$ cat config.mk
export PLATFORM = sky130hd
export DESIGN_NAME = msg_byte_streamer
export DESIGN_NICKNAME = d
export VERILOG_FILES = /design/src/rtl/msg_byte_streamer.sv
export SDC_FILE = /design/constraint.sdc
export NUM_CORES = 1
export LEC_CHECK = 0
export CAP_MARGIN = 5
export CORE_ASPECT_RATIO = 1.75
export CORE_UTILIZATION = 55
export CTS_CLUSTER_SIZE = 16
export DETAILED_ROUTE_END_ITERATION = 6
export PLACE_DENSITY = 0.86
export REMOVE_ABC_BUFFERS = 1
export SLEW_MARGIN = 10
export SYNTH_ARGS = -nofsm -noshare
export SYNTH_HDL_FRONTEND = slang
export SYNTH_SLANG_ARGS = --single-unit
$ cat constraint.sdc
create_clock -name clk -period 2.48 [get_ports clk]
set_clock_uncertainty 0.2 [all_clocks]
set_input_delay 0.744 -clock clk [delete_from_list [all_inputs] [get_ports clk]]
set_output_delay 0.744 -clock clk [all_outputs]
set_load 0.005 [all_outputs]
$ cat src/rtl/msg_byte_streamer.sv
// msg_byte_streamer: buffers one byte-stream message, then replays it to the
// hash core as a gap-free burst with a stable length, and waits for the digest.
module msg_byte_streamer #(
    parameter int unsigned DEPTH = 64
) (
    input  logic        clk,
    input  logic        reset,
    input  logic        in_valid,
    output logic        in_ready,
    input  logic [7:0]  in_data,
    input  logic        in_keep,
    input  logic        in_last,
    output logic        M_valid,
    output logic [7:0]  M,
    output logic [63:0] input_lenght,
    input  logic        hash_ready,
    output logic        busy,
    output logic        done,
    output logic        overflow
);

    localparam int unsigned CNT_W  = $clog2(DEPTH + 1);
    localparam int unsigned ADDR_W = $clog2(DEPTH);

    typedef enum logic [1:0] {
        S_LOAD   = 2'd0,
        S_STREAM = 2'd1,
        S_WAIT   = 2'd2
    } state_t;

    state_t             r_state;
    state_t             w_state_nxt;
    logic [7:0]         r_buf [DEPTH];
    logic [CNT_W-1:0]   r_wr_cnt;
    logic [CNT_W-1:0]   r_rd_cnt;
    logic [CNT_W-1:0]   r_len;
    logic               r_in_ready;
    logic               r_m_valid;
    logic [7:0]         r_m;
    logic               r_busy;
    logic               r_done;
    logic               r_overflow;

    logic               w_xfer;
    logic               w_store;
    logic               w_drop;
    logic               w_close;
    logic               w_rd_more;
    logic [CNT_W-1:0]   w_len_nxt;
    logic               w_m_valid_nxt;
    logic [7:0]         w_m_nxt;
    logic               w_done_nxt;

    // in_ready is a register, so acceptance only happens while in LOAD
    assign w_xfer    = in_valid & r_in_ready;
    assign w_store   = w_xfer & in_keep & (r_wr_cnt < CNT_W'(DEPTH));
    assign w_drop    = w_xfer & in_keep & (r_wr_cnt == CNT_W'(DEPTH));
    assign w_close   = w_xfer & in_last;
    assign w_len_nxt = r_wr_cnt + CNT_W'(w_store);
    assign w_rd_more = (r_rd_cnt < r_len);

    // State register
    always_ff @(posedge clk) begin
        if (reset) r_state <= S_LOAD;
        else       r_state <= w_state_nxt;
    end

    // Next-state logic
    always_comb begin
        w_state_nxt = r_state;
        case (r_state)
            S_LOAD:   if (w_close)    w_state_nxt = S_STREAM;
            S_STREAM: if (!w_rd_more) w_state_nxt = S_WAIT;
            S_WAIT:   if (hash_ready) w_state_nxt = S_LOAD;
            default:                  w_state_nxt = S_LOAD;
        endcase
    end

    // Next values of the registered outputs; first byte bypasses the buffer
    // when the closing beat is also the only stored byte
    always_comb begin
        w_m_valid_nxt = 1'b0;
        w_m_nxt       = 8'h00;
        w_done_nxt    = 1'b0;
        case (r_state)
            S_LOAD: begin
                if (w_close) begin
                    w_m_valid_nxt = 1'b1;
                    if (r_wr_cnt != '0) w_m_nxt = r_buf[0];
                    else if (w_store)   w_m_nxt = in_data;
                    else                w_m_nxt = 8'h00;
                end
            end
            S_STREAM: begin
                if (w_rd_more) begin
                    w_m_valid_nxt = 1'b1;
                    w_m_nxt       = r_buf[r_rd_cnt[ADDR_W-1:0]];
                end
            end
            S_WAIT:   w_done_nxt = hash_ready;
            default:  w_done_nxt = 1'b0;
        endcase
    end

    // Message buffer write (contents need no reset)
    always_ff @(posedge clk) begin
        if (w_store) r_buf[r_wr_cnt[ADDR_W-1:0]] <= in_data;
    end

    // Counters, length, sticky overflow and registered outputs
    always_ff @(posedge clk) begin
        if (reset) begin
            r_wr_cnt   <= '0;
            r_rd_cnt   <= '0;
            r_len      <= '0;
            r_in_ready <= 1'b1;
            r_m_valid  <= 1'b0;
            r_m        <= 8'h00;
            r_busy     <= 1'b0;
            r_done     <= 1'b0;
            r_overflow <= 1'b0;
        end else begin
            r_in_ready <= (w_state_nxt == S_LOAD);
            r_busy     <= (w_state_nxt != S_LOAD);
            r_m_valid  <= w_m_valid_nxt;
            r_m        <= w_m_nxt;
            r_done     <= w_done_nxt;
            case (r_state)
                S_LOAD: begin
                    if (w_store) r_wr_cnt <= r_wr_cnt + CNT_W'(1);
                    // wr_cnt==0 marks the opening beat of a message
                    if (w_drop)
                        r_overflow <= 1'b1;
                    else if (w_xfer && (in_keep || in_last) && (r_wr_cnt == '0))
                        r_overflow <= 1'b0;
                    if (w_close) begin
                        r_len    <= w_len_nxt;
                        r_rd_cnt <= CNT_W'(1);
                    end
                end
                S_STREAM: if (w_rd_more) r_rd_cnt <= r_rd_cnt + CNT_W'(1);
                S_WAIT:   if (hash_ready) r_wr_cnt <= '0;
                default:  r_wr_cnt <= '0;
            endcase
        end
    end

    assign in_ready     = r_in_ready;
    assign M_valid      = r_m_valid;
    assign M            = r_m;
    assign input_lenght = 64'(r_len);
    assign busy         = r_busy;
    assign done         = r_done;
    assign overflow     = r_overflow;

endmodule

Yosys cells after proc, flatten, opt, wreduce, memory -nomap -nowiden
Memory sizes are Yosys's and may differ from the RTL's. A register that Yosys moved wholly into a read port is not among the register bits.
Index checks and enable logic that the tools add are counted.
{"block": "totals", "register_bits": 36, "mem_count": 1, "ram_bits": 512, "input_bits": 14, "out_inout_bits": 77}
{"name": "r_buf", "depth": 64, "width": 8, "rd": 2, "rd_ports_with_merged_regs": 1, "write_ports": 1, "line": "33", "text": "logic [7:0] r_buf [DEPTH];"}
{"block": "classes", "order_cmp": 2, "n_reduce_logical": 15, "muxes": 24, "n_bitwise": 7, "addsub": 3, "eq_ne": 7}
{"operator": "2-to-1 mux 8 bit", "count": 4}
{"operator": "2-to-1 mux 7 bit", "count": 4}
{"operator": "case mux 7 bit (3 select lines)", "count": 1}
{"operator": "case mux 8 bit (2 select lines)", "count": 1}
{"operator": "adder 7 x 1 -> 7 bit, second input constant", "count": 2}
{"operator": "case mux 7 bit (2 select lines)", "count": 1}
{"operator": "2-to-1 mux 6 bit", "count": 2}
{"operator": "inequality test 2 bit, second input constant", "count": 4}
{"operator": "adder 7 x 1 -> 7 bit", "count": 1}
{"operator": "equality test 7 bit, second input constant", "count": 1}
{"operator": "zero test 7 bit", "count": 1}
{"operator": "< comparator 7 bit", "count": 1}
{"operator": "< comparator 7 bit, second input constant", "count": 1}
{"operator": "nonzero test 7 bit", "count": 1}
{"operator": "2-to-1 mux 1 bit", "count": 6}
{"operator": "2-to-1 mux 2 bit", "count": 3}
{"operator": "case mux 2 bit (3 select lines)", "count": 1}
{"operator": "AND reduction 3 bit", "count": 2}
{"operator": "nonzero test 2 bit", "count": 3}
{"operator": "bitwise AND 1 bit", "count": 5}
{"operator": "zero test 2 bit", "count": 2}
{"operator": "AND reduction 2 bit", "count": 2}
{"operator": "equality test 2 x 1 -> 1 bit, second input constant", "count": 1}
{"operator": "equality test 2 bit, second input constant", "count": 1}
{"operator": "5 further kinds", "count": 7}

Logic depth before layout (Yosys ltp)
{"block": "logic_depth", "word_depth": 7, "mapped_depth": 11, "depth_no_buf": 8}

Worst setup path after synthesis
OpenSTA, ideal clock, no wires.
{"block": "synth_path", "path_type": "reg2reg", "start": "reg r_wr_cnt[0]", "end": "reg r_m[0] (netlist: M[0])", "setup_time_ns": 0.120, "setup_slack_ns": 0.024, "stages_incl_launch_ff": 10, "arrival_ns": 2.137, "required_ns": 2.160, "period_less_slack_ns": 2.456, "path_cell_list": "dfxtp_1 -> clkbuf_1 -> inv_1 -> ha_1 -> or4b_1 -> or3_1 -> clkbuf_1 -> a22oi_1 -> nor2_1 -> a211o_1"}
{"block": "synth_via", "elab_chain_cells": 6}
{"item": "start, declared", "line": "34", "text": "logic [CNT_W-1:0] r_wr_cnt;"}
{"item": "start signal, assigned", "line": "130", "text": "if (w_store) r_wr_cnt <= r_wr_cnt + CNT_W'(1);"}
{"item": "< comparator 7 bit", "line": "56", "text": "assign w_store = w_xfer & in_keep & (r_wr_cnt < CNT_W'(DEPTH));"}
{"item": "bitwise AND 1 bit", "line": "56"}
{"item": "2-to-1 mux 8 bit", "line": "90", "text": "else if (w_store) w_m_nxt = in_data;"}
{"item": "2-to-1 mux 8 bit *", "line": "89", "text": "if (r_wr_cnt != '0) w_m_nxt = r_buf[0];"}
{"item": "2-to-1 mux 8 bit *", "line": "87", "text": "if (w_close) begin"}
{"item": "case mux 8 bit (2 select lines) *", "line": "85", "text": "case (r_state)"}
{"item": "end signal, assigned", "line": "126", "text": "r_m <= w_m_nxt;"}
{"item": "end, declared", "line": "39", "text": "logic [7:0] r_m;"}
Mark *: on every way between the ends. The rest lies on a longest branch, timed or not.
A chain may end at the register's enable or synchronous reset.

==> summary.txt <==
Status
  • Status: finished with violations
  • Failing checks: setup timing

Layout
  • Final net count: 1459
  • P&R area growth vs syn: 18.00%
  • Final std cells w/o fill: 1964
  • ANT cells: 0
  • Layout cell share with drive strength beyond 1: 31.59%
  • Most frequent cells in the layout: edfxtp_1 (512), buf_4 (184), mux4_2 (116)
  • Most common cell after layout, fill and taps aside: edfxtp_1
  • Post-route cell area: 26410 um2

Route
  • DR vias/cell: 6.630
  • Initial drt markers: 1766
  • Detail Route Antenna Nets: 0
  • Drt total wl: 61500 um
  • Avg WL per Cell: 31.32 um
  • Residual DRC: 0
  • Vias: 13020
  • Drt first pass iters: 5

Power
  • Leak: 0.008832 uW
  • Flop pwr share: 54.6%
  • Clock Power Share: 37.2%
  • Combinational power share: 8.2%
  • Maximum vdd drop: 0.0005431 V
  • Sw frac: between 20 and 25%
  • Switching Power: 4156 uW
  • P per Cell Area: 711.8 nW/um2
  • Internal power: roughly 15000 uW

Worst setup path
  • Crit-path cells: buf_12 -> buf_8 -> buf_6 -> mux4_2 -> a221oi_4 -> o221ai_4 -> a211o_1
  • CP max-delay cell: mux4_2
  • Slowest Stage Delay on Critical Path: 0.54 ns
  • Req. time, crit path: around 2.8 ns
  • Setup CP Type: reg2reg
  • Setup slack, reg-to-reg: -0.26 ns
  • Startpoint types: register
  • Crit-path max FO: 7
  • Crit path DAT: 3.01 ns
  • Crit end category: register

Synth
  • Largest cells by area after synthesis: edfxtp_1 (69%), mux4_2 (10%), dfxtp_1 (3.8%)
  • Post-synth cell types: 55
  • Synth Cell Area: between 20000 and 25000 um2
  • EDFF count, synth: 512
  • Cell taking the most area after synthesis: edfxtp_1
  • Top_reg_cell synth: edfxtp_1
  • Yosys reg bits: ~550
  • Synth Area per Inst: 18.81 um2
  • Post-synth top area share: 68.70%
  • Yosys warns: 0
  • Cell count after synthesis: approximately 1200
  • Async S/R FF share, synth: 0%
  • Seq/Total Area, Yosys: 72.45%

Clocking
  • H-tree Lvls: 2
  • CTS tree: built
  • CTS Buf Count: 45
  • CTS Sinks: 554
  • Clk root buf: clkbuf_16
  • Clock slew at reported path FFs: about 0.070 ns
  • Clock latency at the later pin of the worst-skew pair: 0.58 ns
  • Maximum clock path buffer count: 3
  • Cts hold-fix bufs: 0

Timing
  • Final hold slack: approximately 0.25 ns
  • Part of the cycle the worst path needs: 110.4%
  • Max Fclk: ~370 MHz
  • Setup WS post-layout: -0.2570 ns
  • Tightest Pin Transition: 0.9314 ns
  • Final Hold Vio Count: 0
  • Final setup fails: 17
  • Rel. slew slack: between 30% and 40%
  • Post-layout minimum cycle time: between 2 and 3 ns
  • RSZ-0062 raised after global routing: true
  • Max-slew violations: 0

Global routing
  • Pin count of the biggest net entering global routing: 64
  • Number of global-route vias before repair: 12930
  • Gr usage total: 30.33%
  • Initial antenna violation count: 0
  • Gr ovfl total: 0
  • First-pass GRT wire length: 87610 um

Worst hold path
  • Hold WC Path Type: reg2reg

Placed design
  • Dpl cell area: 24320 um2
  • GPL Wtd Cong: 0.9153
  • Post-Place Cells: 1846
  • Worst slack at placement: -0.5323 ns
  • HPWL Detailed: 37310 um
  • Port bufs: 33

Die
  • Die Y-Extent: 268.9 um
  • Core Footprint: 40050 um2
  • Die W: 154.5 um
  • Io pins: 91
  • Initial Util: 55.88%
  • FP Rows: between 90 and 100
  • Die ar.: about 42000 um2

Job
  • Max_cap viols: 0
layer usage:
layer | track usage, % | vias up | share of wire [%]
li1 | - | 5168 | -
met1 | 33.28 | 6505 | 31
met2 | 51.16 | 1055 | 50
met3 | 6.702 | 294 | 10
met4 | 24.03 | 0 | 9.0
met5 | 0 | - | 0
area by class of cell:
type                            instances  area (um2)
Multi-Input combinational cell        565        5715
Clock inverter                         26       188.9
Tap cell                              495       619.3
Sequential cell                       554       16230
Inverter                               12       45.04
Clock buffer                           56        1210
Timing Repair Buffer                  256        2396
Fill cell                            2367       13640
logic make-up (layout without fill, tap and decap cells):
| kind of cell | Yosys count | count (layout) | synth area share (%) |
|---|---|---|---|
| compound gates | 107 | 108 | 3.533 |
| xor+xnor | 9 | 9 | 0.3522 |
| fa+ha+maj | 11 | 11 | 0.6150 |
| buf+inv | 128 | 350 | 3.908 |
| flops | 554 | 554 | 72.45 |
| mux | 151 | 151 | 14.29 |
| other cells | 1 | 57 | 0.01676 |
| simple gates | 229 | 229 | 4.830 |
Yosys cell counts (15+ instances only):
cell	n
mux4_1	26
edfxtp_1	512
buf_4	63
dfxtp_1	42
mux2i_1	24
nor2_1	106
nand3_1	26
nor2b_1	15
clkbuf_1	21
a21oi_1	19
mux4_2	101
nand2_1	27
a22oi_1	26
worst paths after layout:
kind | from | end | cells past startpoint
min reg2reg | overflow | overflow | 2
max | register | M[3] | 7
min | overflow | overflow | 2
max reg2reg | register | M[3] | 7
timing repair:
action | CTS | global route
pin swaps | 16 | 17
resized for setup | 71 | 30
buffers inserted | 23 | 12
gates cloned | 4 | 0
hold endpoints to repair | 0 | 0
endpoints found under the setup margin | 18 | 92
flip-flops by register name, summed over array words and instances, names as in the netlist, named ones only:
name,flops
r_rd_cnt,7
r_len,7
M_valid,1
overflow,1
M,8
r_wr_cnt,7
done,1
r_state,2
in_ready,1
busy,1
r_buf,512
critical path, delay by kind of cell (launching register included):
| kind | cells | cell delay, ns |
|---|---|---|
| AOI/OAI and AO/OA | 3 | 1.07 |
| DFF | 1 | 0.47 |
| muxes | 1 | 0.54 |
| buffers and inverters | 3 | 0.34 |
per-stage QoR:
| step | total power [uW] | setup TNS [ns] | utilization [%] |
|---|---|---|---|
| floorplan | 11130 | -31.43 | - |
| global placement | 11620 | -193.80 | 60.71 |
| detailed placement | 11660 | -221.19 | 60.71 |
| CTS | 18630 | -0.5882 | 65.45 |
| global route | 19190 | -1.851 | 65.94 |
| finish | 18800 | -1.446 | 65.94 |
power by group through the flow:
stage,Clock [uW],Sequential (uW),Combinational (uW)
after detailed placement,0,10500,1190
after CTS,6950,10300,1430
after floorplan,0,10600,568
final,6990,10300,1550
after global placement,0,10500,1150
after global routing,7340,10300,1600
(Power assumes the default switching activity.)
